## config.mk

```make
export PLATFORM = sky130hd
export DESIGN_NAME = lsu
export DESIGN_NICKNAME = d
export VERILOG_FILES = /design/src/rtl/riscv_pkg.sv /design/src/rtl/lsu_align.sv /design/src/rtl/lsu.sv
export SDC_FILE = /design/constraint.sdc
export NUM_CORES = 1
export LEC_CHECK = 0
export BUFFER_PORTS_ARGS = -buffer_cell sky130_fd_sc_hd__buf_4
export CAP_MARGIN = 20
export CORE_MARGIN = 2
export CORE_UTILIZATION = 35
export DETAILED_ROUTE_END_ITERATION = 16
export GPL_ROUTABILITY_DRIVEN = 1
export PLACE_DENSITY = 0.65
export RECOVER_POWER = 50
export SLEW_MARGIN = 20
export SYNTH_ARGS = -nofsm -noshare
export SYNTH_HDL_FRONTEND = slang
export SYNTH_SLANG_ARGS = --single-unit
export TNS_END_PERCENT = 100
```

## constraint.sdc

```tcl
create_clock -name I_clk -period 3.98 [get_ports I_clk]
set_input_delay 0.398 -clock I_clk [delete_from_list [all_inputs] [get_ports I_clk]]
set_output_delay 0.398 -clock I_clk [all_outputs]
set_load 0.005 [all_outputs]
```

## src/rtl/riscv_pkg.sv

```systemverilog
// Shared encodings for the core's memory path.
//   F3_*      : funct3 access size / sign encodings for loads and stores
//   lsu_state_e : load/store unit FSM states
package riscv_pkg;

  localparam logic [2:0] F3_B  = 3'b000;
  localparam logic [2:0] F3_H  = 3'b001;
  localparam logic [2:0] F3_W  = 3'b010;
  localparam logic [2:0] F3_BU = 3'b100;
  localparam logic [2:0] F3_HU = 3'b101;

  typedef enum logic [1:0] {
    LSU_IDLE  = 2'd0,
    LSU_REQ   = 2'd1,
    LSU_RESP  = 2'd2,
    LSU_FAULT = 2'd3
  } lsu_state_e;

endpackage

```

## src/rtl/lsu_align.sv

```systemverilog
// Combinational lane logic for the load/store unit.
// Request side (from the incoming instruction):
//   funct3, we, addr_lo, store_data -> be, wdata, fault
// Response side (from the registered request):
//   rd_funct3, rd_addr_lo, rdata    -> load_data
module lsu_align
  import riscv_pkg::*;
(
  input  logic [2:0]  funct3,
  input  logic        we,
  input  logic [1:0]  addr_lo,
  input  logic [31:0] store_data,
  output logic [3:0]  be,
  output logic [31:0] wdata,
  output logic        fault,
  input  logic [2:0]  rd_funct3,
  input  logic [1:0]  rd_addr_lo,
  input  logic [31:0] rdata,
  output logic [31:0] load_data
);

  function automatic logic [31:0] ext_byte(input logic [7:0] b, input logic sgn);
    logic signed [7:0] sb;
    sb = signed'(b);
    return sgn ? 32'(sb) : {24'b0, b};
  endfunction

  function automatic logic [31:0] ext_half(input logic [15:0] h, input logic sgn);
    logic signed [15:0] sh;
    sh = signed'(h);
    return sgn ? 32'(sh) : {16'b0, h};
  endfunction

  logic illegal;
  logic misalign;
  logic [31:0] lane;

  always_comb begin
    be       = 4'b0000;
    wdata    = store_data;
    misalign = 1'b0;
    illegal  = 1'b0;
    unique case (funct3)
      F3_B, F3_BU: begin
        be    = 4'b0001 << addr_lo;
        wdata = {4{store_data[7:0]}};
      end
      F3_H, F3_HU: begin
        be       = 4'b0011 << addr_lo;
        wdata    = {2{store_data[15:0]}};
        misalign = addr_lo[0];
      end
      F3_W: begin
        be       = 4'b1111;
        misalign = (addr_lo != 2'b00);
      end
      default: illegal = 1'b1;
    endcase
    // Stores have no unsigned variants, so any funct3 with bit 2 set is illegal.
    if (we && funct3[2]) illegal = 1'b1;
    fault = illegal | misalign;
  end

  // Shift the addressed lane down to bit 0; a word access is always lane 0.
  assign lane = rdata >> {rd_addr_lo, 3'b000};

  always_comb begin
    load_data = lane;
    unique case (rd_funct3)
      F3_B:    load_data = ext_byte(lane[7:0], 1'b1);
      F3_BU:   load_data = ext_byte(lane[7:0], 1'b0);
      F3_H:    load_data = ext_half(lane[15:0], 1'b1);
      F3_HU:   load_data = ext_half(lane[15:0], 1'b0);
      default: load_data = lane;
    endcase
  end

endmodule

```

## src/rtl/lsu.sv

```systemverilog
// Load/store unit: one request/acknowledge transaction per memory instruction.
// Ports:
//   I_clk, I_rst            : clock, asynchronous active-high reset
//   I_valid, I_we, I_funct3 : instruction presented, store flag, size/sign
//   I_address, I_store_data : effective address (ALU result), rs2 value
//   O_ready                 : accepting (IDLE); accept when I_valid & O_ready
//   O_done, O_fault         : one-cycle completion / fault pulses
//   O_load_data             : extended load result, held until next load
//   O_mem_*                 : registered data-memory request fields
//   I_mem_ack, I_mem_rdata  : memory completion and read word
module lsu
  import riscv_pkg::*;
(
  input  logic        I_clk,
  input  logic        I_rst,
  input  logic        I_valid,
  input  logic        I_we,
  input  logic [2:0]  I_funct3,
  input  logic [31:0] I_address,
  input  logic [31:0] I_store_data,
  output logic        O_ready,
  output logic        O_done,
  output logic        O_fault,
  output logic [31:0] O_load_data,
  output logic        O_mem_req,
  output logic        O_mem_we,
  output logic [31:0] O_mem_addr,
  output logic [3:0]  O_mem_be,
  output logic [31:0] O_mem_wdata,
  input  logic        I_mem_ack,
  input  logic [31:0] I_mem_rdata
);

  lsu_state_e state_q, state_d;

  logic [2:0]  funct3_q;
  logic [1:0]  addr_lo_q;
  logic        accept;
  logic        ack_p0;
  logic [3:0]  align_be;
  logic [31:0] align_wdata;
  logic        align_fault;
  logic [31:0] align_load;

  lsu_align u_align (
    .funct3     (I_funct3),
    .we         (I_we),
    .addr_lo    (I_address[1:0]),
    .store_data (I_store_data),
    .be         (align_be),
    .wdata      (align_wdata),
    .fault      (align_fault),
    .rd_funct3  (funct3_q),
    .rd_addr_lo (addr_lo_q),
    .rdata      (I_mem_rdata),
    .load_data  (align_load)
  );

  // Reset forces IDLE, so ready stays high while reset is held.
  assign O_ready = (state_q == LSU_IDLE);
  assign accept  = I_valid & O_ready;
  // Acks outside REQ are ignored.
  assign ack_p0  = (state_q == LSU_REQ) & I_mem_ack;

  always_ff @(posedge I_clk or posedge I_rst) begin
    if (I_rst) state_q <= LSU_IDLE;
    else       state_q <= state_d;
  end

  always_comb begin
    state_d = state_q;
    unique case (state_q)
      LSU_IDLE:  if (accept) state_d = align_fault ? LSU_FAULT : LSU_REQ;
      LSU_REQ:   if (I_mem_ack) state_d = LSU_RESP;
      LSU_RESP:  state_d = LSU_IDLE;
      LSU_FAULT: state_d = LSU_IDLE;
      default:   state_d = LSU_IDLE;
    endcase
  end

  // Accept stage: latch request fields; ack stage: capture load result.
  always_ff @(posedge I_clk or posedge I_rst) begin
    if (I_rst) begin
      O_done      <= 1'b0;
      O_fault     <= 1'b0;
      O_load_data <= 32'b0;
      O_mem_req   <= 1'b0;
      O_mem_we    <= 1'b0;
      O_mem_addr  <= 32'b0;
      O_mem_be    <= 4'b0;
      O_mem_wdata <= 32'b0;
      funct3_q    <= 3'b0;
      addr_lo_q   <= 2'b0;
    end else begin
      O_done  <= ack_p0;
      O_fault <= accept & align_fault;
      if (accept && !align_fault) begin
        O_mem_req   <= 1'b1;
        O_mem_we    <= I_we;
        O_mem_addr  <= {I_address[31:2], 2'b00};
        O_mem_be    <= align_be;
        O_mem_wdata <= align_wdata;
        funct3_q    <= I_funct3;
        addr_lo_q   <= I_address[1:0];
      end else if (ack_p0) begin
        O_mem_req <= 1'b0;
        if (!O_mem_we) O_load_data <= align_load;
      end
    end
  end

endmodule

```

==> results of run 1 <==
-- worst max-delay path, delay by kind of cell --
family | cells | cell delay (ps)
buffers and inverters | 2 | 1450
AOI/OAI and AO/OA | 2 | 570
muxes | 1 | 390
-- cells in the final DEF, fill, tap and decap left out, types with 16 or more instances in the layout --
| cell type | instances |
|---|---|
| o22a_1 | 16 |
| buf_4 | 160 |
| a21oi_1 | 25 |
| dfrtp_1 | 109 |
| clkbuf_4 | 40 |
| mux2i_1 | 42 |
| nand2_1 | 38 |
| mux2_2 | 50 |
| nor2_1 | 25 |
| o21ai_0 | 36 |
-- per-stage QoR --
step	util, %	area, sq um
after floorplan	-	4970
after detailed placement	48.0	6660
final	50.2	6970
after CTS	50.5	7010
after global routing	50.2	6970
after global placement	48.0	6660
-- area by class of cell --
class,count,area share (%)
Clock inverter,7,1.85
Sequential cell,109,39.1
Multi-Input combinational cell,292,30.1
Timing Repair Buffer,211,22.4
Inverter,2,0.126
Clock buffer,9,3.23
Tap cell,180,3.23
-- where the power goes --
| part | total, mW | leakage (nW) | internal, mW | switching [mW] |
|---|---|---|---|---|
| clock | 1.06 | 0.170 | 0.627 | 0.430 |
| combinational | 2.01 | 1.83 | 1.19 | 0.818 |
| sequential | 2.03 | 1.32 | 1.64 | 0.383 |
| total | 5.10 | 3.33 | 3.46 | 1.63 |
-- kinds of logic (layout without fill, tap and decap cells) --
kind of cell,count (synthesis),in the layout,share of synthesized area (%)
flops,109,109,54.9
compound gates,98,98,12.4
simple gates,98,98,9.22
mux,93,93,20.3
buf+inv,33,229,2.97
other cells,1,2,0.0755
xor+xnor,1,1,0.176
-- sequential cells by signal, indices dropped and copies added (netlist names) --
signal	count
O_mem_we	1
state_q	2
O_fault	1
O_mem_be	4
O_done	1
O_mem_req	1
O_load_data	32
addr_lo_q	2
funct3_q	3
O_mem_wdata	32
O_mem_addr	30
-- per-layer routing --
metal	routed length [um]	global-route usage (%)	vias up
met5	0	0	-
met4	216	6.46	0
met3	1370	6.41	13
met2	6430	29.9	158
met1	5750	22.9	1936
li1	-	-	1918
-- final timing paths --
path | start | end | slack (ps) | depth (start not counted)
max | I_funct3[1] | O_mem_addr[29]$_DFFE_PP0P_ | 1310 | 5
max in group asynchronous | I_rst | O_load_data[15]$_DFFE_PP0P_ | 1880 | 3
min in group asynchronous | I_rst | O_mem_wdata[29]$_DFFE_PP0P_ | 430 | 2
max reg2reg | addr_lo_q[1]$_DFFE_PP0P_ | O_load_data[25]$_DFFE_PP0P_ | 1360 | 4
min | I_address[17] | O_mem_addr[17]$_DFFE_PP0P_ | 270 | 2
min reg2reg | O_mem_wdata[27]$_DFFE_PP0P_ | O_mem_wdata[27]$_DFFE_PP0P_ | 480 | 2
==> parameters.txt, run 1 <==
Parameter                              Value

Worst setup path
  Req. time, crit path ... between 4000 and 5000 ps
  Critical path startpoint category ... input port
  Startpoint-to-endpoint class of the critical path ... input port to flip-flop
  Worst path cell trace ... clkbuf_1 -> a221oi_1 -> o211ai_1 -> buf_12 -> mux2_2
  Critical-path cell with the highest stage delay ... clkbuf_1
  Slowest cell delay on critical path ... 1070 ps
  Max FO, Critical Path ... 102
  Arrival time at the worst endpoint ... ~2900 ps
  Category of the worst setup path capture point ... flip-flop

Placed design
  Final HPWL DP ... 10,300 um
  Routability cong. ... 0.829
  Pre-CTS WS ... 1370 ps
  Count of buffers from port buffering ... approximately 210
  Cell Count Post-Placement ... 794

Route
  Average vias per placed instance ... 4.97
  Number of nets still failing antenna checks after routing ... 0
  Via count ... approximately 4k
  Iteration count of the initial detailed-routing pass ... 5
  Total Wirelength ... 13,800 um
  Wire length per cell ... around 17 um
  Number of DRC violations after detailed routing ... 0
  Detailed Route Iter0 Violations ... between 150 and 200

Global route
  Pin count of the biggest net entering global routing ... just over 100
  Global-route total usage across every layer ... a little under a fifth
  Via count of the first global-routing pass ... just over 4k
  Initial antenna violation count ... 0
  Gr ovfl total ... 0
  Wire length of the first global-routing pass ... ~21,000 um

STA
  # setup viols final ... 0
  Actual slew at the worst max-slew pin ... between 1500 and 2000 ps
  FMAX ... around 380 MHz
  Shortest period the worst path allows ... between 2000 and 3000 ps
  RSZ-0062 raised after global routing ... false
  Final worst-path setup slack ... 1310 ps
  Final total negative setup slack ... 0 ps
  Worst-case clock skew ... 8.54 ps
  Worst slew margin ... -7.72%
  Final-report max-slew violation count ... 68
  Crit share post-route ... about two thirds
  Minimum hold slack ... ~270 ps
  Final count of hold timing violations ... 0

Synth
  Syn Area/Cell ... between 10 and 15 sq um
  Register bit count reported by yosys ... 109
  Post-synthesis instance area ... 0.00497 sq mm
  Portion of synthesized cell area occupied by the leading cell type ... 54.9%
  Biggest area consumer among synthesized cells ... dfrtp_1
  Post-synthesis async set-or-reset flop share ... between 90% and 100%
  Leading register cell type out of synthesis ... dfrtp_1
  Yosys warns ... 0
  Biggest area contributors in the synthesized netlist ... dfrtp_1 55%, mux2_2 11%, mux2i_1 8.5%, o21ai_0 3.6%, o22a_1 2.8%
  Distinct cell type count of the synthesized netlist ... 37
  Instance count of the mapped netlist ... approximately 430
  Commonest cells post-synth ... 109 x dfrtp_1, 50 x mux2_2, 42 x mux2i_1, 37 x nand2_1, 36 x o21ai_0
  Sequential area share after synthesis ... 54.9%
  Most common cell in the netlist ... dfrtp_1
  Post-synth EDFFs ... 0

Die
  Die width ... about 120 um
  Total die area ... 0.0152 sq mm
  Initial core utilization ... 35.8%
  Total core area ... between 0.01 and 0.015 sq mm
  Std cell rows ... 43
  Top-level I/O count ... between 200 and 250
  Height of the chip ... ~120 um

Layout
  Share of layout cells above drive strength 1 ... 43.5%
  Area grow syn2layout ... 40.4%
  Multi-input combinational cell area ... around 0.0021 sq mm
  Storage element area ... about 0.0027 sq mm
  Nets ... around 730
  Final Instance Count excl. Fillers ... slightly above 800
  Filler Cells Inserted ... 1,269
  Ant diodes ... 0

Clock network
  Hold-fix buffer count after cts ... 0
  H-tree lvl count ... 3
  Longest Clk Path Bufs ... 2
  Total clock sinks ... 109
  Inserted Clock Buffers ... 9
  Clock Latency Late Sink ... 350 ps
  Clock transition at the registers of the reported paths ... 80 ps
  Postcts setup bufs ... 0
  CTS tree ... built
  Buffer cell driving the clock tree root ... clkbuf_16
  Post-cts gate resize count ... 0

Pwr
  Highest ir drop seen on vdd ... ~350 uV
  Leakage power ... around 3.3 nW
  Sum of internal, switching and leakage power ... 5.10 mW
  P per Cell Area ... roughly 730 mW/mm^2

Hold path
  Worst hold path class ... input port to flip-flop

Run status
  Result of the run ... finished with violations
  Violations in the final reports ... max-capacitance violations, max-slew violations

Flow run
  Max Cap Violations ... 2
Note: power is estimated with default switching activity, not from simulation.
==> run 2: changes to the inputs <==
--- a/config.mk
+++ b/config.mk
@@ -5,13 +5,14 @@
 export SDC_FILE = /design/constraint.sdc
 export NUM_CORES = 1
 export LEC_CHECK = 0
+export ABC_AREA = 1
 export BUFFER_PORTS_ARGS = -buffer_cell sky130_fd_sc_hd__buf_4
 export CAP_MARGIN = 20
 export CORE_MARGIN = 2
 export CORE_UTILIZATION = 35
 export DETAILED_ROUTE_END_ITERATION = 16
 export GPL_ROUTABILITY_DRIVEN = 1
-export PLACE_DENSITY = 0.65
+export PLACE_DENSITY = 0.64
 export RECOVER_POWER = 50
 export SLEW_MARGIN = 20
 export SYNTH_ARGS = -nofsm -noshare
==> constraint.sdc (replaced) <==
create_clock -name I_clk -period 2.5 [get_ports I_clk]
set_input_delay 0.25 -clock I_clk [delete_from_list [all_inputs] [get_ports I_clk]]
set_output_delay 0.25 -clock I_clk [all_outputs]
set_load 0.005 [all_outputs]
==> parameters.txt, run 2 <==
Parameter                              Value

Synth
  Instance count of the mapped netlist ... 695 (+61%)
  Portion of synthesized cell area occupied by the leading cell type ... 52.1% (-2.8 points)
  Post-synthesis async set-or-reset flop share ... 100% (unchanged)
  Syn Area/Cell ... 7.53 sq um (-34%)
  Leading register cell type out of synthesis ... dfrtp_1
  Distinct cell type count of the synthesized netlist ... 26 (-30%)
  Sequential area share after synthesis ... 52.1% (-2.8 points)
  Post-synth EDFFs ... 0 (unchanged)
  Post-synthesis instance area ... 0.00523 sq mm (+5.4%)
  Register bit count reported by yosys ... 109 (unchanged)
  Commonest cells post-synth ... 377 x nand2_1, 109 x dfrtp_1, 51 x nand3_1, 47 x o21ai_0, 21 x inv_1
  Biggest area consumer among synthesized cells ... dfrtp_1
  Yosys warns ... 0 (unchanged)
  Biggest area contributors in the synthesized netlist ... dfrtp_1 52%, nand2_1 27%, nand3_1 4.9%, o21ai_0 4.5%, buf_2 1.7%
  Most common cell in the netlist ... nand2_1

Clock network
  Buffer cell driving the clock tree root ... clkbuf_16
  Total clock sinks ... 109 (unchanged)
  Longest Clk Path Bufs ... 2 (unchanged)
  Postcts setup bufs ... 0 (unchanged)
  Hold-fix buffer count after cts ... 0 (unchanged)
  Clock Latency Late Sink ... 360 ps (about the same)
  Inserted Clock Buffers ... 9 (unchanged)
  CTS tree ... built
  Clock transition at the registers of the reported paths ... 80 ps (about the same)
  H-tree lvl count ... 3 (unchanged)
  Post-cts gate resize count ... 0 (unchanged)

Worst setup path
  Slowest cell delay on critical path ... 580 ps (-490 ps)
  Max FO, Critical Path ... 69 (-32%)
  Category of the worst setup path capture point ... flip-flop
  Critical path startpoint category ... flip-flop
  Worst path cell trace ... nor2_1 -> nand2_1 -> clkinv_1 -> nand3_4 -> buf_4 -> o21ai_0
  Arrival time at the worst endpoint ... 2130 ps (-770 ps)
  Critical-path cell with the highest stage delay ... buf_4
  Req. time, crit path ... 2710 ps (-1500 ps)
  Startpoint-to-endpoint class of the critical path ... flip-flop to flip-flop

Global route
  Pin count of the biggest net entering global routing ... 70 (-32%)
  Gr ovfl total ... 0 (unchanged)
  Wire length of the first global-routing pass ... 25,300 um (+19%)
  Via count of the first global-routing pass ... 4,923 (+20%)
  Global-route total usage across every layer ... 19.9% (+1.5 points)
  Initial antenna violation count ... 0 (unchanged)

STA
  Final total negative setup slack ... 0 ps (unchanged)
  Minimum hold slack ... 73.8 ps (-200 ps)
  Final count of hold timing violations ... 0 (unchanged)
  Actual slew at the worst max-slew pin ... 1510 ps (-97.3 ps)
  Crit share post-route ... 76.9%
  Worst slew margin ... -1.20% (+6.5 points)
  RSZ-0062 raised after global routing ... false
  # setup viols final ... 0 (unchanged)
  FMAX ... about 520 MHz
  Shortest period the worst path allows ... between 1500 and 2000 ps
  Final-report max-slew violation count ... 34 (-50%)
  Worst-case clock skew ... 8.58 ps (+0.0468 ps)

Placed design
  Routability cong. ... 0.847 (+2.2%)
  Final HPWL DP ... 11,400 um (+11%)
  Cell Count Post-Placement ... 1,058 (+33%)
  Count of buffers from port buffering ... 206 (unchanged)
  Instance area after placement ... 0.00689 sq mm (+3.4%)

Layout
  Area grow syn2layout ... 36.6%
  Nets ... 989 (+36%)
  Commonest cells after routing, fill and taps aside ... 377 x nand2_1, 166 x buf_4, 109 x dfrtp_1
  Most frequent standard cell in the layout excluding fill and tap cells ... nand2_1
  Largest regs ... O_load_data (32), O_mem_wdata (32), O_mem_addr (30)
  Final Instance Count excl. Fillers ... 1,074 (+33%)
  Post-route cell area ... 0.00715 sq mm (+2.5%)
  Share of layout cells above drive strength 1 ... 26.2% (-17 points)
  Ant diodes ... 0 (unchanged)
  Filler Cells Inserted ... 1,506 (+19%)

Pwr
  Highest ir drop seen on vdd ... 431 uV (+23%)
  P per Cell Area ... 1130 mW/mm^2 (+55%)
  Leakage power ... 4.00 nW (+20%)
  Sum of internal, switching and leakage power ... 8.09 mW (+59%)

Route
  Detailed Route Iter0 Violations ... 317 (+99%)
  Via count ... 5,085 (+26%)
  Number of DRC violations after detailed routing ... 0 (unchanged)
  Average vias per placed instance ... 4.73 (-4.7%)
  Wire length per cell ... 14.5 um (-15%)
  Iteration count of the initial detailed-routing pass ... 4 (-1)
  Total Wirelength ... 15,600 um (+13%)
  Number of nets still failing antenna checks after routing ... 0 (unchanged)

Die
  Die width ... 126 um (+2.6%)
  Total die area ... 0.0159 sq mm (+5.2%)
  Top-level I/O count ... 209 (unchanged)
  Total core area ... 0.0146 sq mm (+5.1%)
  Height of the chip ... 126 um (+2.6%)
  Std cell rows ... 44 (+2.3%)
  Initial core utilization ... 35.9% (+0.090 points)

Hold path
  Worst hold path class ... input port to flip-flop

Run status
  Result of the run ... finished with violations
  Violations in the final reports ... max-capacitance violations, max-slew violations

Flow run
  Max Cap Violations ... 1 (-1)
==> run 2: changes by cell type in the layout (fill, tap and decap cells not counted), moves of 11 or more <==
cell and change:
nand2_1 +339, nand3_1 +51, mux2_2 -50, mux2i_1 -41, inv_1 +19, o22a_1 -16
nor2_1 -14, a21oi_1 -12, o21ai_0 +11
==> run 2: critical path: cells and delay by family, from the launching register on <==
family / cells / cell delay, ps
compound gates: 1 / 190
buf+inv: 2 / 700
flops: 1 / 380
simple gates: 3 / 470
==> run 2: logic make-up after synthesis <==
family                 after synthesis  share of synthesized area, %
other                                1                        0.0717
flip-flops                         109                          52.1
multiplexers                         1                         0.191
AO/OA/AOI/OAI                       71                          6.91
buffers and inverters               66                          6.60
AND/OR/NAND/NOR                    447                          34.1
==> run 2: layout make-up <==
| type | count | area (sq um) | share of cell area [%] |
|---|---|---|---|
| timing repair buffer | 219 | 1610 | 22.5 |
| inverter | 25 | 95.1 | 1.33 |
| clock inverter | 7 | 95.1 | 1.33 |
| clock buffer | 9 | 225 | 3.15 |
| multi-input combinational | 521 | 2160 | 30.3 |
| sequential | 109 | 2730 | 38.2 |
| tap | 184 | 230 | 3.22 |
==> run 2: layer usage <==
layer / wire, um / vias to the layer above / GRT usage [%]
met2: 7070 / 185 / 30.8
met1: 6840 / 2335 / 26.3
met4: 345 / 0 / 7.89
met5: 0 / - / 0
met3: 1340 / 21 / 6.16
li1: - / 2544 / -
==> run 2: metrics by stage <==
step | setup slack (ps) | util [%]
after global routing | 222 | 49.0
after CTS | 547 | 49.4
after detailed placement | 509 | 47.2
final | 578 | 49.0
after floorplan | 935 | -
after global placement | 576 | 47.2
==> run 2: path summary, 6_finish.rpt <==
kind                                             from                     endpoint  slack [ps]  cells after the start
max                            state_q[0]$_DFFE_PP0P_      O_mem_be[3]$_DFFE_PP0P_         580                      6
min                                     I_address[30]   O_mem_addr[30]$_DFFE_PP0P_          70                      3
max reg2reg                    state_q[0]$_DFFE_PP0P_      O_mem_be[3]$_DFFE_PP0P_         580                      6
min reg2reg                O_mem_addr[30]$_DFFE_PP0P_   O_mem_addr[30]$_DFFE_PP0P_         480                      2
max in group asynchronous                       I_rst   O_mem_wdata[2]$_DFFE_PP0P_         700                      3
min in group asynchronous                       I_rst  O_load_data[22]$_DFFE_PP0P_         240                      2
==> run 2: report_power, final <==
part / internal (mW) / switching (mW)
logic: 1.65 / 1.84
registers: 2.56 / 0.514
clock network: 0.803 / 0.730
==> run 3: changes to the inputs <==
--- a/config.mk
+++ b/config.mk
@@ -5,14 +5,14 @@
 export SDC_FILE = /design/constraint.sdc
 export NUM_CORES = 1
 export LEC_CHECK = 0
-export ABC_AREA = 1
+export ABC_AREA = 0
 export BUFFER_PORTS_ARGS = -buffer_cell sky130_fd_sc_hd__buf_4
 export CAP_MARGIN = 20
 export CORE_MARGIN = 2
 export CORE_UTILIZATION = 35
 export DETAILED_ROUTE_END_ITERATION = 16
 export GPL_ROUTABILITY_DRIVEN = 1
-export PLACE_DENSITY = 0.64
+export PLACE_DENSITY = 0.65
 export RECOVER_POWER = 50
 export SLEW_MARGIN = 20
 export SYNTH_ARGS = -nofsm -noshare
==> constraint.sdc (replaced) <==
create_clock -name I_clk -period 2 [get_ports I_clk]
set_input_delay 0.2 -clock I_clk [delete_from_list [all_inputs] [get_ports I_clk]]
set_output_delay 0.2 -clock I_clk [all_outputs]
set_load 0.005 [all_outputs]
==> parameters.txt, run 3 (synthesis gave the netlist of run 1 again) <==
Parameter                              Value

Run status
  Result of the run ... completed

Layout
  Share of layout cells above drive strength 1 ... 43.8% (+18 points)
  Post-route cell area ... 0.00697 sq mm (-2.5%)
  Most frequent standard cell in the layout excluding fill and tap cells ... buf_4
  Ant diodes ... 0 (unchanged)
  Largest regs ... O_load_data (32), O_mem_wdata (32), O_mem_addr (30)
  Commonest cells after routing, fill and taps aside ... 166 x buf_4, 109 x dfrtp_1, 50 x mux2_2
  Area grow syn2layout ... 40.3%
  Nets ... 737 (-25%)

STA
  RSZ-0062 raised after global routing ... false
  Final count of hold timing violations ... 0 (unchanged)
  Actual slew at the worst max-slew pin ... 1500 ps (-12.6 ps)
  Crit share post-route ... 92.9% (+16 points)
  Worst-case clock skew ... 8.39 ps (-0.197 ps)
  Shortest period the worst path allows ... 1860 ps (-65.3 ps)
  Final total negative setup slack ... 0 ps (unchanged)
  Final-report max-slew violation count ... 0 (-100%)
  # setup viols final ... 0 (unchanged)
  FMAX ... 538 MHz (+3.5%)
  Final worst-path setup slack ... 143 ps (-435 ps)
  Worst slew margin ... 0.201% (+1.4 points)

Placed design
  Pre-CTS WS ... 150 ps (-359 ps)
  Routability cong. ... 0.836 (-1.4%)
  Final HPWL DP ... 10,300 um (-9.6%)
  Instance area after placement ... 0.00673 sq mm (-2.3%)
  Count of buffers from port buffering ... 206 (unchanged)

Die
  Total die area ... 0.0152 sq mm (-4.9%)
  Std cell rows ... 43 (-2.3%)
  Initial core utilization ... 35.8% (-0.090 points)
  Total core area ... 0.0139 sq mm (-4.9%)
  Height of the chip ... 123 um (-2.5%)
  Top-level I/O count ... 209 (unchanged)
  Die width ... 123 um (-2.5%)

Route
  Number of DRC violations after detailed routing ... 0 (unchanged)
  Detailed Route Iter0 Violations ... 175 (-45%)
  Average vias per placed instance ... 5.06 (+6.8%)
  Number of nets still failing antenna checks after routing ... 0 (unchanged)
  Iteration count of the initial detailed-routing pass ... 4 (unchanged)
  Wire length per cell ... 17.1 um (+18%)
  Via count ... 4,133 (-19%)
  Total Wirelength ... 14,000 um (-10%)

Worst setup path
  Reg2reg path depth ... 5 (-1)
  Arrival time at the worst endpoint ... 2100 ps (-30 ps)
  Start point of the critical path ... state_q[0]$_DFFE_PP0P_
  Startpoint-to-endpoint class of the critical path ... flip-flop to flip-flop
  Critical path startpoint category ... flip-flop
  Req. time, crit path ... 2240 ps (-470 ps)
  Reg-to-reg startpoint ... state_q[0]$_DFFE_PP0P_
  Category of the worst setup path capture point ... flip-flop
  Max FO, Critical Path ... 16 (-77%)

Clock network
  Clock Latency Late Sink ... 350 ps (about the same)
  Clock transition at the registers of the reported paths ... 70 ps (about the same)
  Hold-fix buffer count after cts ... 0 (unchanged)
  H-tree lvl count ... 3 (unchanged)
  Inserted Clock Buffers ... 9 (unchanged)
  Buffer cell driving the clock tree root ... clkbuf_16
  Postcts setup bufs ... 0 (unchanged)
  Post-cts gate resize count ... 0 (unchanged)
  Longest Clk Path Bufs ... 2 (unchanged)
  CTS tree ... built
  Total clock sinks ... 109 (unchanged)

Pwr
  Internal cell power ... 6.66 mW (+33%)
  Sum of internal, switching and leakage power ... 9.89 mW (+22%)
  Leakage power ... 3.33 nW (-17%)
  Highest ir drop seen on vdd ... 578 uV (+34%)
  Combinational power share ... 42.1% (-1.0 points)
  Switching share of total power ... 32.7% (-5.4 points)
  Switching power ... 3.24 mW (+5.0%)
  Register share of total power ... 39.8% (+1.8 points)
  P per Cell Area ... 1420 mW/mm^2 (+25%)
  Relative contribution of the clock network to total power ... 18.1% (-0.8 points)

Hold path
  Worst hold path class ... input port to flip-flop
  Min-Delay Startpoint ... I_address[2]
  Worst hold stages ... 2 (-1)

Global route
  Wire length of the first global-routing pass ... 21,400 um (-15%)
  Initial antenna violation count ... 0 (unchanged)
  Gr ovfl total ... 0 (unchanged)
  Via count of the first global-routing pass ... 4,092 (-17%)
  Global-route total usage across every layer ... 18.5% (-1.5 points)
  Pin count of the biggest net entering global routing ... 110 (+57%)

Flow run
  Max Cap Violations ... 0 (-1)
-- run 3: area by class of cell --
| type | instances | area (sq um) |
|---|---|---|
| clock buffers | 10 | 229 |
| clock inverters | 5 | 60.1 |
| fillers | 1328 | 6920 |
| inverters | 2 | 8.76 |
| multi-input cells | 292 | 2100 |
| flip-flops and latches | 109 | 2730 |
| well taps | 180 | 225 |
| repair buffers | 219 | 1620 |
-- run 3: power by group through the flow --
stage                     clock (mW)  combinational [mW]  sequential (mW)
after floorplan                    0                1.99             3.94
after global placement             0                4.26             3.93
after CTS                       1.85                4.36             3.95
after detailed placement           0                4.35             3.98
final                           1.79                4.16             3.93
after global routing            1.92                4.58             4.08
-- run 3: stage by stage --
stage | util (%) | cells | hold WS (ps)
2_1_floorplan | - | 434 | 312
6_report | 50.2 | 817 | 74.5
3_3_place_gp | 48.5 | 802 | 424
3_5_place_dp | 48.5 | 802 | 438
4_1_cts | 50.6 | 817 | 59.6
5_1_grt | 50.2 | 817 | 62.3
-- run 3: final timing paths --
kind                                               end  slack [ps]
setup / recovery           O_load_data[28]$_DFFE_PP0P_         140
hold / removal               O_mem_addr[2]$_DFFE_PP0P_          70
setup reg to reg           O_load_data[28]$_DFFE_PP0P_         140
hold reg to reg             O_mem_wdata[9]$_DFFE_PP0P_         480
max in group asynchronous   O_mem_addr[14]$_DFFE_PP0P_         660
min in group asynchronous  O_mem_wdata[13]$_DFFE_PP0P_         430
-- run 3: worst max-delay path, stage by stage, from the launching register on --
cell,delay [ps]
dfrtp_1,390
nand2_2,90
or3_1,330
or4_1,520
buf_4,210
o22a_1,190
-- run 3: layer usage --
metal  global-route usage (%)  up-vias  part of all wire, %
li1                         -     1934                    -
met1                     23.1     2011                   40
met2                     29.3      170                   47
met3                     6.73       18                   11
met4                     6.96        0                  2.0
met5                        0        -                    0
